--- config.mk ---
export PLATFORM = sky130hd
export DESIGN_NAME = apu_fpu_credit_adapter
export DESIGN_NICKNAME = d
export VERILOG_FILES = /design/src/rtl/apu_fpu_credit_adapter.sv
export SDC_FILE = /design/constraint.sdc
export NUM_CORES = 1
export LEC_CHECK = 0
export ABC_AREA = 1
export BUFFER_PORTS_ARGS = -buffer_cell sky130_fd_sc_hd__buf_2
export CORE_MARGIN = 2
export CORE_UTILIZATION = 30
export DETAILED_ROUTE_END_ITERATION = 7
export GPL_ROUTABILITY_DRIVEN = 1
export PLACE_DENSITY = 0.59
export SLEW_MARGIN = 20
export SYNTH_ARGS = -nofsm -noshare
export SYNTH_HDL_FRONTEND = slang
export SYNTH_SLANG_ARGS = --single-unit
--- constraint.sdc ---
create_clock -name clk -period 2.7 [get_ports clk]
set_input_delay 0.135 -clock clk [delete_from_list [all_inputs] [get_ports clk]]
set_output_delay 0.135 -clock clk [all_outputs]
set_load 0.01 [all_outputs]
--- src/rtl/apu_fpu_credit_adapter.sv ---
// apu_fpu_credit_adapter
//   Bridges the shared APU interconnect to an fpnew-style FPU core.
//   - Request side: the APU opcode and flag words are decoded into FPU control
//     fields and passed straight through, so a grant adds no latency.
//   - Response side: results land in a RESP_DEPTH-deep FIFO, so apu_rready_i
//     can stall responses without back-pressuring the FPU.
//   - Credits: a counter caps issued-but-not-popped operations at RESP_DEPTH,
//     so the FIFO always has room and fpu_out_ready_o can be tied high.
//   - Flush: flush_i clears the counter and the FIFO on the next edge.
// Ports:
//   clk, rst_n                  clock, asynchronous active-low reset
//   flush_i / fpu_flush_o       drop all outstanding work (forwarded to the FPU)
//   apu_req_i/apu_gnt_o, apu_ID_i, apu_operands_i, apu_op_i, apu_flags_i
//                               APU request channel
//   apu_rvalid_o/apu_rready_i, apu_rdata_o, apu_rflags_o, apu_rID_o
//                               APU response channel (head of the response FIFO)
//   fpu_in_valid_o/fpu_in_ready_i, fpu_operands_o, fpu_op_o, fpu_op_mod_o,
//   fpu_vec_op_o, fpu_rnd_mode_o, fpu_src_fmt_o, fpu_dst_fmt_o, fpu_int_fmt_o,
//   fpu_tag_o                   FPU issue channel
//   fpu_out_valid_i/fpu_out_ready_o, fpu_result_i, fpu_status_i, fpu_tag_i
//                               FPU result channel
//   busy_o, credits_o           credit occupancy
module apu_fpu_credit_adapter #(
    parameter int unsigned ID_WIDTH        = 9,
    parameter int unsigned NB_ARGS         = 3,
    parameter int unsigned DATA_WIDTH      = 32,
    parameter int unsigned OPCODE_WIDTH    = 6,
    parameter int unsigned FLAGS_IN_WIDTH  = 15,
    parameter int unsigned FLAGS_OUT_WIDTH = 5,
    parameter int unsigned RESP_DEPTH      = 4
) (
    input  logic                            clk,
    input  logic                            rst_n,
    input  logic                            flush_i,

    input  logic                            apu_req_i,
    output logic                            apu_gnt_o,
    input  logic [ID_WIDTH-1:0]             apu_ID_i,
    input  logic [NB_ARGS*DATA_WIDTH-1:0]   apu_operands_i,
    input  logic [OPCODE_WIDTH-1:0]         apu_op_i,
    input  logic [FLAGS_IN_WIDTH-1:0]       apu_flags_i,

    input  logic                            apu_rready_i,
    output logic                            apu_rvalid_o,
    output logic [DATA_WIDTH-1:0]           apu_rdata_o,
    output logic [FLAGS_OUT_WIDTH-1:0]      apu_rflags_o,
    output logic [ID_WIDTH-1:0]             apu_rID_o,

    output logic                            fpu_in_valid_o,
    input  logic                            fpu_in_ready_i,
    output logic [NB_ARGS*DATA_WIDTH-1:0]   fpu_operands_o,
    output logic [3:0]                      fpu_op_o,
    output logic                            fpu_op_mod_o,
    output logic                            fpu_vec_op_o,
    output logic [2:0]                      fpu_rnd_mode_o,
    output logic [2:0]                      fpu_src_fmt_o,
    output logic [2:0]                      fpu_dst_fmt_o,
    output logic [1:0]                      fpu_int_fmt_o,
    output logic [ID_WIDTH-1:0]             fpu_tag_o,

    input  logic                            fpu_out_valid_i,
    output logic                            fpu_out_ready_o,
    input  logic [DATA_WIDTH-1:0]           fpu_result_i,
    input  logic [FLAGS_OUT_WIDTH-1:0]      fpu_status_i,
    input  logic [ID_WIDTH-1:0]             fpu_tag_i,

    output logic                            fpu_flush_o,
    output logic                            busy_o,
    output logic [$clog2(RESP_DEPTH+1)-1:0] credits_o
);

    localparam int unsigned CNT_W = $clog2(RESP_DEPTH + 1);
    localparam int unsigned PTR_W = (RESP_DEPTH > 1) ? $clog2(RESP_DEPTH) : 1;
    localparam logic [CNT_W-1:0] DEPTH_C  = CNT_W'(RESP_DEPTH);
    localparam logic [PTR_W-1:0] LAST_PTR = PTR_W'(RESP_DEPTH - 1);

    typedef struct packed {
        logic [DATA_WIDTH-1:0]      result;
        logic [FLAGS_OUT_WIDTH-1:0] status;
        logic [ID_WIDTH-1:0]        tag;
    } resp_t;

    resp_t             mem [RESP_DEPTH];
    logic [CNT_W-1:0]  cnt, cnt_next;
    logic [CNT_W-1:0]  fill, fill_next;
    logic [PTR_W-1:0]  wr_ptr, wr_ptr_next;
    logic [PTR_W-1:0]  rd_ptr, rd_ptr_next;
    logic              can_issue;
    logic              issue;
    logic              push;
    logic              pop;
    logic              full;
    resp_t             head;

    // Pointer increment that wraps modulo RESP_DEPTH (depth need not be a power of two).
    function automatic logic [PTR_W-1:0] ptr_inc(input logic [PTR_W-1:0] p);
        return (p == LAST_PTR) ? '0 : p + PTR_W'(1);
    endfunction

    // Field decode: pure pass-through.
    assign {fpu_vec_op_o, fpu_op_mod_o, fpu_op_o} = apu_op_i[5:0];
    assign {fpu_int_fmt_o, fpu_src_fmt_o, fpu_dst_fmt_o, fpu_rnd_mode_o} = apu_flags_i[10:0];
    assign fpu_operands_o = apu_operands_i;
    assign fpu_tag_o      = apu_ID_i;

    // Flag bits above the decoded field carry no meaning here.
    generate
        if (FLAGS_IN_WIDTH > 11) begin : g_flags_hi
            logic flags_hi_unused;
            assign flags_hi_unused = ^apu_flags_i[FLAGS_IN_WIDTH-1:11];
        end
    endgenerate

    // Issue side: the grant depends only on registered credits, ready and flush.
    assign can_issue      = (cnt < DEPTH_C) && !flush_i;
    assign apu_gnt_o      = fpu_in_ready_i && can_issue;
    assign fpu_in_valid_o = apu_req_i && can_issue;
    assign issue          = apu_req_i && apu_gnt_o;

    // Response side: credits guarantee space, so the FPU is never stalled.
    assign fpu_out_ready_o = 1'b1;
    assign fpu_flush_o     = flush_i;
    assign push            = fpu_out_valid_i && !flush_i;
    assign full            = (fill == DEPTH_C);
    assign apu_rvalid_o    = (fill != '0);
    assign pop             = apu_rvalid_o && apu_rready_i;

    assign head         = mem[rd_ptr];
    assign apu_rdata_o  = head.result;
    assign apu_rflags_o = head.status;
    assign apu_rID_o    = head.tag;

    assign busy_o    = (cnt != '0);
    assign credits_o = cnt;

    // Next-state for credits and FIFO bookkeeping.
    always_comb begin
        cnt_next    = cnt;
        fill_next   = fill;
        wr_ptr_next = wr_ptr;
        rd_ptr_next = rd_ptr;
        if (flush_i) begin
            cnt_next    = '0;
            fill_next   = '0;
            wr_ptr_next = '0;
            rd_ptr_next = '0;
        end else begin
            if (issue && !pop) begin
                cnt_next = cnt + CNT_W'(1);
            end else if (!issue && pop) begin
                cnt_next = cnt - CNT_W'(1);
            end
            if (push && !pop) begin
                fill_next = fill + CNT_W'(1);
            end else if (!push && pop) begin
                fill_next = fill - CNT_W'(1);
            end
            if (push) begin
                wr_ptr_next = ptr_inc(wr_ptr);
            end
            if (pop) begin
                rd_ptr_next = ptr_inc(rd_ptr);
            end
        end
    end

    // Credit and pointer state.
    always_ff @(posedge clk or negedge rst_n) begin
        if (!rst_n) begin
            cnt    <= '0;
            fill   <= '0;
            wr_ptr <= '0;
            rd_ptr <= '0;
        end else begin
            cnt    <= cnt_next;
            fill   <= fill_next;
            wr_ptr <= wr_ptr_next;
            rd_ptr <= rd_ptr_next;
        end
    end

    // Response storage; cleared on reset so the head reads zero when empty.
    always_ff @(posedge clk or negedge rst_n) begin
        if (!rst_n) begin
            for (int i = 0; i < int'(RESP_DEPTH); i++) begin
                mem[i] <= '0;
            end
        end else if (push) begin
            mem[wr_ptr] <= '{result: fpu_result_i, status: fpu_status_i, tag: fpu_tag_i};
        end
    end

    // A push into a full FIFO without a pop means the FPU broke the credit contract.
    a_no_overflow: assert property (@(posedge clk) disable iff (!rst_n)
        !(push && full && !pop));

endmodule

# After elaboration in Yosys (flattened, before gate mapping)
# Cells that the tools add are included.
[classes]
add_sub_neg = 6
n_mul = 0
div = 0
order_cmp = 4
eq_ne = 2
n_shift = 0
mux = 18
n_bitwise = 2
n_reduce_logical = 21
[ops]
columns = ["cell", "count"]
rows = [
  ["$bwmux W184", 1],
  ["$mux W46", 3],
  ["$bmux W46 S2", 1],
  ["$demux W46 S2", 1],
  ["$mux W3", 6],
  ["$mux W2", 6],
  ["$reduce_bool A3 Y1", 4],
  ["$logic_and A1 B1 Y1", 11],
  ["$add A3 B1 Y3 const B", 2],
  ["$ge A3 B3 Y1 const B", 2],
  ["$not A2 Y3", 2],
  ["$sub A3 B1 Y3 const B", 2],
  ["$add A2 B1 Y2 const B", 2],
  ["$eq A2 B2 Y1 const B", 2],
  ["$logic_not A1 Y1", 4],
  ["$reduce_bool A2 Y1", 2],
  ["$lt A3 B1 Y1 const B", 1],
  ["$lt A3 B3 Y1 const B", 1],
]
[word_totals]
register_bits = 194
latch_bits = 0
mem_bits_rw = 0
romBits = 0
n_memories = 0

# Depth between registers and ports, before layout
[depth]
depth_word = 9
depth_mapped = 13

# Least setup slack after synthesis
# No wires, ideal clock.
[synth_path]
path_kind = "reg2reg"
from = "register fill[2]"
to = "register cnt[2] (netlist: credits_o[2])"
arrival_ns = 1.642
required_ns = 2.583
slack_ns = 0.941
stages_incl_launch_ff = 11
n_path_buf = 0
path_cell_list = "dfrtp_1 inv_1 nand2_1 nand2_1 nand2_1 inv_1 fa_1 xnor2_1 o21bai_1 nand3_1 nand2_1"
[synth_between]
elab_chain_cells = 6
[synth_lines]
columns = ["element", "line", "source"]
rows = [
  ["start, declared", "85", "logic [CNT_W-1:0] fill, fill_next;"],
  ["start signal, assigned", "176", "fill <= fill_next;"],
  ["$reduce_bool A3 Y1 *", "125", "assign apu_rvalid_o = (fill != '0);"],
  ["named net apu_rvalid_o", "44", "output logic apu_rvalid_o,"],
  ["$logic_and A1 B1 Y1 *", "126", "assign pop = apu_rvalid_o && apu_rready_i;"],
  ["$logic_not A1 Y1", "148", "if (issue && !pop) begin"],
  ["$logic_and A1 B1 Y1", "148", ""],
  ["$mux W3", "148", ""],
  ["$mux W3", "142", "if (flush_i) begin"],
  ["end signal, assigned", "175", "cnt <= cnt_next;"],
  ["end, declared", "84", "logic [CNT_W-1:0] cnt, cnt_next;"],
]
# The timed path passes the listed nets; every way through them passes the cells marked *.
# A chain may end at the register's enable or synchronous reset.

# Worst setup path after layout
[layout_path]
from = "register rd_ptr[1]"
to = "output port apu_rdata_o[29]"
[layout_between]
elab_chain_cells = 4
[layout_lines]
columns = ["element", "line", "source"]
rows = [
  ["start, declared", "87", "logic [PTR_W-1:0] rd_ptr, rd_ptr_next;"],
  ["start signal, assigned", "178", "rd_ptr <= rd_ptr_next;"],
  ["$not A2 Y3 (not written as such)", "128", "assign head = mem[rd_ptr];"],
  ["$bmux W46 S2", "128", ""],
  ["$mux W46 (not written as such) (2 in a row)", "128", ""],
  ["end, declared", "45", "output logic [DATA_WIDTH-1:0] apu_rdata_o,"],
]
# No other way between the ends. The select of a mux whose other input is x is not followed.

==> metrics <==
status=finished clean; Critical Path Start Type=register; crit-path max FO=26; Critical Path End Type=primary output; unrepaired setup endpoints after global routing=false; setup TNS=0 ns; Avg WL per Cell=between 15 and 20 µm; crit path from=rd_ptr[1]$_DFFE_PN0P_; DRC Markers=0; reg2reg end=credits_o[2]$_DFFE_PN0P_; port bufs=106; Reg2Reg Setup Slack=0.84 ns; Hold Fails Final Rpt=0; clk_lat worst skew=~0.44 ns; via count=just over 7000; clock sinks=194; post-synth top area cell=dfrtp_1; CTS Buf Count=17; pin count of the biggest net entering global routing=95; total wire length=approximately 27000 µm; Final setup viols=0; origin of the worst min-delay path=fpu_tag_i[6]; post-route total power=10.1 mW; Resized cells post-CTS=0; Routed Antenna Nets=0; total gr overflow=0; gr usage total=0.155; mapped cell area=a little over 0.01 mm²; Adder-Cell Fraction of Synth Area=0.0100; YS warnings=0; Finished Cell Area=between 0.01 and 0.015 mm²; CTS root buf=clkbuf_16; Placed Area=just over 0.01 mm²; CTS Hold Bufs=7; mux contribution to synthesized area=0; layout cells sized above 1=0.284; Unique masters post-synth=27; CTS tree=done; Worst slew margin=0.508; RD Place Congestion=0.738; R2R cell count=10; top post-synthesis cells by area=dfrtp_1, o21ai_2, buf_4; clock buffer depth=2; WHS Endpoint=mem[98]$_DFFE_PN0P_; share of total power in combinational logic=0.359; post-CTS setup buffer count=0; Core Region=0.0335 mm²; Max rail drop VDD=0.386 mV; max-slew violation count=0; Synth Area in XOR/XNOR=0.00171; Yosys top cell area share=0.474; cell row count=67; syn nets=1304; Pint=about 6.3 mW; Die Y=189 µm; largest family of logic cells by synthesized area=compound AO/OA/AOI/OAI gates; Die W=189 µm; Max-Cap Viols=0; Ports=about 360; measured slew at the worst slew-check pin=0.739 ns; initial antenna violation count=1; post-synthesis simple-gate area fraction=0.124; vias per cell=4.64; final worst setup slack=0.250 ns; Synth Register Bits=194; Seq pwr share=0.398; CTS H-tree lvls=4; pre-CTS WS=approximately 0.74 ns; Power Density=942 mW/mm²; worst r2r src=fill[2]$_DFFE_PN0P_; Setup Skew=0.0228 ns; Pre-antenna DRT Iters=6; drt initial violations=354; Syn Area/Cell=9.16 µm²; nets=~1300; Post-DP HPWL=18800 µm; switching share of power=0.374; kind of critical path=reg -> out; Tmin final=2.45 ns; CTS clock-pin slew for the worst setup and hold paths=0.08 ns; compound-cell area share of the yosys netlist=0.219; Tcrit/Tclk final=0.908; LEAKAGE=slightly above 5 nW; Starting Density=0.305; area growth from synthesis to layout=4.84%; Min-Delay Path Depth=3; CP required=2.57 ns; Synth Instances=1118; Switching Power=approximately 3.8 mW; clock share of power=0.243; Hold Crit Class=in -> reg; Seq/Total Area, Yosys=0.474; WP data arrival=around 2.3 ns; Achievable Freq=0.408 GHz; first-pass GRT wire length=approximately 42000 µm; number of global-route vias before repair=6879; die area=0.0356 mm²
==> flip-flops by register name, summed over array words and instances, names as in the netlist <==
name	cells
rd_ptr	2
wr_ptr	2
mem	184
credits_o	3
fill	3
==> layout make-up <==
class	count	area, µm²
diodes	1	2.50
clock buffers	21	460
clock inverters	11	104
fillers	3612	22800
inverters	65	254
multi-input cells	664	3640
flip-flops and latches	194	4860
well taps	448	561
repair buffers	133	847
==> cell usage after synthesis <==
| library cell | count |
|---|---|
| o22ai_1 | 46 |
| nor3_1 | 2 |
| nand2_2 | 2 |
| nand2_4 | 3 |
| o21ai_1 | 4 |
| a22o_1 | 1 |
| buf_2 | 8 |
| inv_6 | 2 |
| nor2_1 | 98 |
| buf_4 | 126 |
| o21ai_0 | 133 |
| clkbuf_2 | 1 |
| nand2_1 | 210 |
| inv_1 | 62 |
| o21bai_1 | 1 |
| ha_1 | 5 |
| o21ai_2 | 142 |
| a21oi_1 | 1 |
| nand4_1 | 4 |
| inv_2 | 1 |
| clkbuf_1 | 23 |
| xnor2_1 | 2 |
| fa_1 | 2 |
| dfrtp_1 | 194 |
| buf_6 | 37 |
| conb_1 | 1 |
| nand3_1 | 7 |
==> how the worst max path moves through the flow <==
stage	to	slack (ns)
3_3_place_gp	apu_rdata_o[29]	0.73
3_5_place_dp	apu_rdata_o[29]	0.74
2_1_floorplan	credits_o[2]$_DFFE_PN0P_	0.94
6_report	apu_rdata_o[29]	0.25
5_1_grt	apu_rdata_o[11]	0.19
4_1_cts	apu_rdata_o[29]	0.24
==> placed cells by master (no fill, tap or decap), types with 3 or more instances in the layout <==
cell	Yosys	final
buf_4	126	13
o21ai_0	133	133
inv_6	2	4
buf_2	8	105
dlygate4sd3_1	0	7
clkbuf_8	0	3
clkinv_4	0	3
dfrtp_1	194	192
nand2_4	3	5
buf_12	0	7
o21ai_2	142	142
nand4_1	4	4
o22ai_1	46	46
inv_1	62	61
nor2_1	98	98
nand2_1	210	210
clkinv_2	0	3
ha_1	5	5
o21ai_1	4	4
clkbuf_16	0	17
nand3_1	7	7
==> critical path, stage by stage (launching register included) <==
cell and delay (ns):
dfrtp_2 0.78, buf_4 0.44, o21ai_0 0.15, o22ai_1 0.30, buf_2 0.19
==> power groups by stage <==
stage	Clock (mW)	Sequential [mW]	Combinational, mW
6_report	2.46	4.03	3.63
5_1_grt	2.66	4.12	4.10
4_1_cts	2.56	4.03	3.70
3_5_place_dp	0	4.08	3.69
3_3_place_gp	0	4.06	3.65
2_1_floorplan	0	3.95	2.70
==> logic make-up after synthesis <==
kind of cell             count (synthesis)
XOR/XNOR                                 2
adder cells (fa/ha/maj)                  7
AO/OA/AOI/OAI                          328
other                                    1
flip-flops                             194
buffers and inverters                  260
AND/OR/NAND/NOR                        326
==> stage by stage <==
step / cells / util / hold slack, ns
4_1_cts: 1536 / 0.320 / 0.00200
5_1_grt: 1536 / 0.320 / 0.0164
3_5_place_dp: 1497 / 0.301 / 0.267
6_report: 1537 / 0.320 / 0.0211
2_1_floorplan: 1118 / - / -0.161
3_3_place_gp: 1497 / 0.301 / 0.259
==> per-layer routing <==
layer  vias to the layer above  part of all wire  track usage
met2                       216              0.49        0.253
met4                         2             0.032       0.0655
met1                      3398              0.41        0.188
met5                         -            0.0015      0.00687
met3                        56             0.070       0.0510
li1                       3456                 -            -
Power figures use the tool's default switching activity.
